## config.mk

```make
export PLATFORM = sky130hd
export DESIGN_NAME = ahb_lite_interconnect
export DESIGN_NICKNAME = d
export VERILOG_FILES = /design/src/rtl/ahb_pkg.sv /design/src/rtl/ahb_default_slave.sv /design/src/rtl/ahb_lite_interconnect.sv
export SDC_FILE = /design/constraint.sdc
export NUM_CORES = 1
export LEC_CHECK = 0
export CORE_ASPECT_RATIO = 1.75
export CORE_UTILIZATION = 30
export DETAILED_ROUTE_END_ITERATION = 10
export GPL_TIMING_DRIVEN = 0
export PLACE_DENSITY_LB_ADDON = 0.15
export SLEW_MARGIN = 25
export SYNTH_ARGS = -nofsm -noshare
export SYNTH_HDL_FRONTEND = slang
export SYNTH_SLANG_ARGS = --single-unit
```

## constraint.sdc

```tcl
create_clock -name HCLK -period 3.47 [get_ports HCLK]
set_clock_uncertainty 0.2 [all_clocks]
set_input_delay 0.347 -clock HCLK [delete_from_list [all_inputs] [get_ports HCLK]]
set_output_delay 0.347 -clock HCLK [all_outputs]
set_load 0.05 [all_outputs]
```

## src/rtl/ahb_pkg.sv

```systemverilog
// Shared AHB-Lite definitions: transfer/response encodings, response-FSM
// state type and the registered data-phase owner.
package ahb_pkg;

  localparam logic [1:0] HTRANS_IDLE   = 2'b00;
  localparam logic [1:0] HTRANS_BUSY   = 2'b01;
  localparam logic [1:0] HTRANS_NONSEQ = 2'b10;
  localparam logic [1:0] HTRANS_SEQ    = 2'b11;

  localparam logic HRSP_OKAY  = 1'b0;
  localparam logic HRSP_ERROR = 1'b1;

  // Owner index is stored zero-extended to a fixed width so the struct can
  // live in a non-parameterised package; SEL_BITS must not exceed this.
  localparam int OWNER_IDX_W = 8;

  typedef enum logic [1:0] {
    IDLE = 2'd0,
    DP   = 2'd1,
    ERR1 = 2'd2,
    ERR2 = 2'd3
  } resp_state_e;

  typedef struct packed {
    logic                   valid;
    logic                   dflt;
    logic [OWNER_IDX_W-1:0] idx;
  } owner_t;

endpackage

```

## src/rtl/ahb_default_slave.sv

```systemverilog
// Two-cycle AHB ERROR responder. Used for unmapped regions (start) and for
// the watchdog (force_err: the current cycle already carried ERR1 values,
// so only the ERR2 cycle remains).
module ahb_default_slave
  import ahb_pkg::*;
(
  input  logic        clk,
  input  logic        rst_n,
  input  logic        start,
  input  logic        force_err,
  output resp_state_e state,
  output logic        ready,
  output logic        resp
);

  // Advance ERR1 -> ERR2 -> (new ERR1 or IDLE)
  always_ff @(posedge clk or negedge rst_n) begin
    if (!rst_n) begin
      state <= IDLE;
    end else begin
      case (state)
        ERR1:    state <= ERR2;
        default: begin
          if (force_err)  state <= ERR2;
          else if (start) state <= ERR1;
          else            state <= IDLE;
        end
      endcase
    end
  end

  // ERR1 stalls the master, ERR2 completes; both signal ERROR
  always_comb begin
    ready = (state != ERR1);
    resp  = ((state == ERR1) || (state == ERR2)) ? HRSP_ERROR : HRSP_OKAY;
  end

endmodule

```

## src/rtl/ahb_lite_interconnect.sv

```systemverilog
// Single-master, multi-slave AHB-Lite interconnect: address decode, data-phase
// owner register, response mux, default ERROR slave and wait-state watchdog.
module ahb_lite_interconnect
  import ahb_pkg::*;
#(
  parameter int ADDR_WIDTH     = 20,
  parameter int DATA_WIDTH     = 32,
  parameter int NUM_SLAVES     = 4,
  parameter int SEL_BITS       = 3,
  parameter int TIMEOUT_CYCLES = 16
) (
  input  logic                             HCLK,
  input  logic                             HRESET,
  input  logic [ADDR_WIDTH-1:0]            HADDR,
  input  logic [1:0]                       HTRANS,
  output logic [DATA_WIDTH-1:0]            HRDATA,
  output logic                             HREADY,
  output logic                             HRSP,
  output logic [NUM_SLAVES-1:0]            HSEL_S,
  input  logic [NUM_SLAVES*DATA_WIDTH-1:0] HRDATA_S,
  input  logic [NUM_SLAVES-1:0]            HREADYOUT_S,
  input  logic [NUM_SLAVES-1:0]            HRSP_S,
  output logic                             timeout_pulse
);

  localparam int WCNT_W = (TIMEOUT_CYCLES > 0) ? $clog2(TIMEOUT_CYCLES + 1) : 1;
  localparam logic [WCNT_W-1:0] WLIMIT = WCNT_W'(TIMEOUT_CYCLES);

  logic [SEL_BITS-1:0]   region;
  logic                  trans_active;
  logic                  region_dflt;
  logic                  accept;
  owner_t                owner;
  resp_state_e           dflt_state;
  resp_state_e           cur_state;
  logic                  dflt_ready;
  logic                  dflt_resp;
  logic [DATA_WIDTH-1:0] s_rdata;
  logic                  s_ready;
  logic                  s_rsp;
  logic [WCNT_W-1:0]     wcnt;
  logic                  fire;
  logic                  addr_unused;

  assign region       = HADDR[ADDR_WIDTH-1 -: SEL_BITS];
  assign trans_active = (HTRANS == HTRANS_NONSEQ) || (HTRANS == HTRANS_SEQ);
  assign region_dflt  = (OWNER_IDX_W'(region) >= OWNER_IDX_W'(NUM_SLAVES));
  assign accept       = HREADY;
  // Offset bits within a region are consumed by the slaves, not here.
  assign addr_unused  = ^HADDR[ADDR_WIDTH-SEL_BITS-1:0];

  // Combinational address decode into per-slave selects
  always_comb begin
    HSEL_S = '0;
    for (int i = 0; i < NUM_SLAVES; i++) begin
      HSEL_S[i] = trans_active && (region == SEL_BITS'(i));
    end
  end

  // Capture the data-phase owner whenever an address phase is accepted
  always_ff @(posedge HCLK or negedge HRESET) begin
    if (!HRESET) begin
      owner <= '0;
    end else if (accept) begin
      owner.valid <= trans_active;
      owner.dflt  <= region_dflt;
      owner.idx   <= OWNER_IDX_W'(region);
    end
  end

  ahb_default_slave u_default_slave (
    .clk       (HCLK),
    .rst_n     (HRESET),
    .start     (accept && trans_active && region_dflt),
    .force_err (fire),
    .state     (dflt_state),
    .ready     (dflt_ready),
    .resp      (dflt_resp)
  );

  // Select the owning slave's response signals
  always_comb begin
    s_rdata = '0;
    s_ready = 1'b1;
    s_rsp   = HRSP_OKAY;
    for (int i = 0; i < NUM_SLAVES; i++) begin
      if (owner.idx == OWNER_IDX_W'(i)) begin
        s_rdata = HRDATA_S[i*DATA_WIDTH +: DATA_WIDTH];
        s_ready = HREADYOUT_S[i];
        s_rsp   = HRSP_S[i];
      end
    end
  end

  // Overall response state: the ERROR sequence overrides any slave phase
  always_comb begin
    if (dflt_state != IDLE)                  cur_state = dflt_state;
    else if (owner.valid && !owner.dflt)     cur_state = DP;
    else                                     cur_state = IDLE;
  end

  // Watchdog trips only when the threshold is reached and the slave is still stalling
  always_comb begin
    fire = (TIMEOUT_CYCLES > 0) && (cur_state == DP) && !s_ready && (wcnt == WLIMIT);
  end

  // Count consecutive wait states of the current slave data phase
  always_ff @(posedge HCLK or negedge HRESET) begin
    if (!HRESET) begin
      wcnt <= '0;
    end else if (accept) begin
      wcnt <= '0;
    end else if ((cur_state == DP) && !s_ready && (wcnt != WLIMIT)) begin
      wcnt <= wcnt + 1'b1;
    end
  end

  // Drive the master-side response from the current state
  always_comb begin
    HRDATA        = '0;
    HREADY        = 1'b1;
    HRSP          = HRSP_OKAY;
    timeout_pulse = fire;
    case (cur_state)
      DP: begin
        if (fire) begin
          HREADY = 1'b0;
          HRSP   = HRSP_ERROR;
        end else begin
          HRDATA = s_rdata;
          HREADY = s_ready;
          HRSP   = s_rsp;
        end
      end
      ERR1, ERR2: begin
        HREADY = dflt_ready;
        HRSP   = dflt_resp;
      end
      default: ;
    endcase
  end

endmodule

```

==> impl_metrics.env <==
export IMPL_status="finished, final reports clean"
export IMPL_leakage_nw=1.29
export IMPL_die_area_um2=6240
export IMPL_vias=2449
export IMPL_h_tree_depth=1
export IMPL_rows=36
export IMPL_fin_setup_tns_ns=0
export IMPL_wl_per_cell_um=16.4
export IMPL_p_switching_mw=1.56
export IMPL_synth_most_common_cell="nor2b_1"
export IMPL_syn_num_nets=380
export IMPL_yosys_top_cells_area="dfrtp_1 (17%), nor3_2 (17%), a211oi_1 (13%), nor2b_1 (13%), o22ai_1 (11%)"
export IMPL_cts_resized_gates=0
export IMPL_start_util=0.315
export IMPL_rsz0062_at_grt="no"
export IMPL_drtAntennaViolNets=0
export IMPL_antenna_found_initial=0
export IMPL_slew_viol_final=0
export IMPL_period_needed_ns=3.31
export IMPL_worstPathMaxFanout=10
export IMPL_dr_pass1_iters=4
export IMPL_path_buf_inv=4
export IMPL_required_ns=2.92
export IMPL_crit_path_cell_trace="buf_4 -> buf_2 -> nand2b_1 -> clkbuf_1 -> o22ai_1 -> nor3_2 -> clkdlybuf4s50_1"
export IMPL_drt_wl_total_mm=7.83
export IMPL_vdd_ir_drop_max_v=0.000629
export IMPL_maxCapViolCount=0
export IMPL_p_total_mw=2.74
export IMPL_cts_sinks=12
export IMPL_tightest_slew_ns=0.551
export IMPL_nets=565
export IMPL_post_cts_repair_setup_buffers=0
export IMPL_synthFlopType="dfrtp_1"
export IMPL_cts_buffers=3
export IMPL_async_reset_ff_frac=1.00
export IMPL_place_congestion=0.840
export IMPL_grt_start_max_net_pins=13
export IMPL_io_pin_count=199
export IMPL_clkPwrFrac=0.055
export IMPL_synth_common_cells="nor2b_1 (36), o22ai_1 (32), a211oi_1 (31)"
export IMPL_ys_seq_area_frac=0.169
export IMPL_max_clock_freq_ghz=0.302
export IMPL_fin_crit_sh=0.955
export IMPL_relSlewSlack=0.631
export IMPL_dieWidth_um=60.1
export IMPL_yosysUniqueCellTypes=32
export IMPL_grt_pass1_wl_mm=12.0
export IMPL_cp_top_family="buffers and inverters"
export IMPL_p_sw_frac=0.569
export IMPL_powerDensity_nw_per_um2=735
export IMPL_syn_area_um2=1770
export IMPL_hold_class="input port to asynchronous set/reset pin"
export IMPL_syn_to_final_growth_pct=110
export IMPL_cts_hold_buf=0
export IMPL_cp_arrival_ns=2.77
export IMPL_avgSynthCellArea_um2=8.14
export IMPL_critPathKind="flip-flop to output pin"
export IMPL_cts_buffer_depth=2
export IMPL_track_usage=0.246
export IMPL_setup_viol=0
export IMPL_cts_tree="done"
export IMPL_slowest_delay_ns=0.83
export IMPL_setup_ws_ns=0.156
export IMPL_hold_viol=0
export IMPL_cts_root_buf="clkbuf_8"
export IMPL_grt_pass1_vias=2515
export IMPL_timing_hold_ws_ns=0.262
export IMPL_vias_per_cell=5.12
export IMPL_pwr_share_comb=0.864
export IMPL_fp_dieH_um=104
export IMPL_yosys_area_top_type="dfrtp_1"
export IMPL_cpMaxStageDelayCell="clkdlybuf4s50_1"
export IMPL_route_detailed_drc=0
export IMPL_drtIter0Drc=157
export IMPL_p_int_mw=1.18
export IMPL_netlist_area_leader_share=0.169
export IMPL_gr_total_overflow=0
export IMPL_syn_inst=218
export IMPL_endpoint_kind="output pin"
export IMPL_yosysWarningCount=0
export IMPL_ys_seq_elements=12
export IMPL_p_seq_frac=0.081
export IMPL_core_area_um2=5630
export IMPL_clock_latency_ns=0.24
export IMPL_antenna_cells=0
export IMPL_dp_slack_ns=0.162
export IMPL_dpl_hpwl_mm=6.51
export IMPL_drive_gt1_frac=0.127
export IMPL_portBuffers=180
export IMPL_critPathLaunchType="flip-flop"
export IMPL_clkTransAtPathRegs_ns=0.05
export IMPL_synth_edf_count=0
[power by group through the flow]
stage | sequential [mW] | combinational [mW] | clock (mW)
CTS | 0.220 | 2.38 | 0.153
detailed placement | 0.221 | 2.37 | 0
floorplan | 0.213 | 1.65 | 0
global route | 0.226 | 2.52 | 0.158
global placement | 0.218 | 2.34 | 0
finish | 0.222 | 2.37 | 0.150
[per-layer routing]
layer	vias up	wire length, µm	share of wire	global-route usage
met1	1114	2770	0.35	0.256
li1	1205	-	-	-
met2	107	4260	0.54	0.469
met5	-	0	0	0
met4	0	243	0.031	0.0864
met3	23	553	0.071	0.0300
[layout by cell type, fill, tap and decap left out]
cell type	instances
o21ai_2	1
a22oi_2	1
buf_2	2
nor3b_1	1
buf_4	1
a211oi_1	31
xor2_1	2
clkbuf_8	4
buf_6	3
a211o_1	2
o21bai_1	1
nor3_1	4
clkbuf_1	15
o31ai_1	1
o31ai_2	1
a22o_1	3
mux4_2	1
o21ai_0	3
mux2i_1	2
nor2b_1	36
mux2_2	6
dfrtp_1	12
nor2_1	6
and3b_1	1
nand3_1	3
o22ai_1	32
nand2b_1	3
nand2_1	5
nor3_2	30
ha_1	2
and3_1	2
clkdlybuf4s50_1	180
a31o_2	1
inv_1	4
[layout make-up]
cell class	instances	area, µm²
Tap cell	76	95.1
Sequential cell	12	300
Clock buffer	4	55.1
Fill cell	501	1900
Multi-Input combinational cell	181	1350
Timing Repair Buffer	180	1800
Buffer	21	108
Inverter	4	15.0
[flip-flops by register name, summed over array words and instances (netlist names)]
signal / count
owner: 5
u_default_slave.state: 2
wcnt: 5
[kinds of logic after synthesis]
family	share of synthesized area
buffers and inverters	0.0691
flip-flops	0.169
AND/OR/NAND/NOR	0.366
AO/OA/AOI/OAI	0.310
adder cells (fa/ha/maj)	0.0141
XOR/XNOR	0.00987
multiplexers	0.0621
[worst register-to-register path, delay by kind of cell (launching register included)]
family / cells / cell delay, ns
AND/OR/NAND/NOR: 1 / 0.27
multiplexers: 1 / 0.38
AO/OA/AOI/OAI: 2 / 0.48
flip-flops: 1 / 0.31
buffers and inverters: 1 / 0.21
[stage by stage]
step	instance area, µm²	utilization	instances
3_3_place_gp	3670	0.652	474
3_5_place_dp	3670	0.652	474
2_1_floorplan	1770	-	218
6_report	3730	0.662	478
4_1_cts	3730	0.662	478
5_1_grt	3730	0.662	478
[path summary, 6_finish.rpt]
kind | start | endpoint | slack, ns | cells after the start
setup reg to reg | owner[0] | owner[8] | 1.50 | 5
setup / recovery | owner[1] | HRDATA[24] | 0.16 | 7
hold / removal | HRESET | owner[1] | 0.26 | 1
hold reg to reg | owner[8] | owner[8] | 0.31 | 1
max in group asynchronous | HRESET | wcnt[1] | 2.45 | 1
min in group HCLK | owner[8] | owner[8] | 0.31 | 1
No activity file was read; power rests on OpenSTA's default activity.
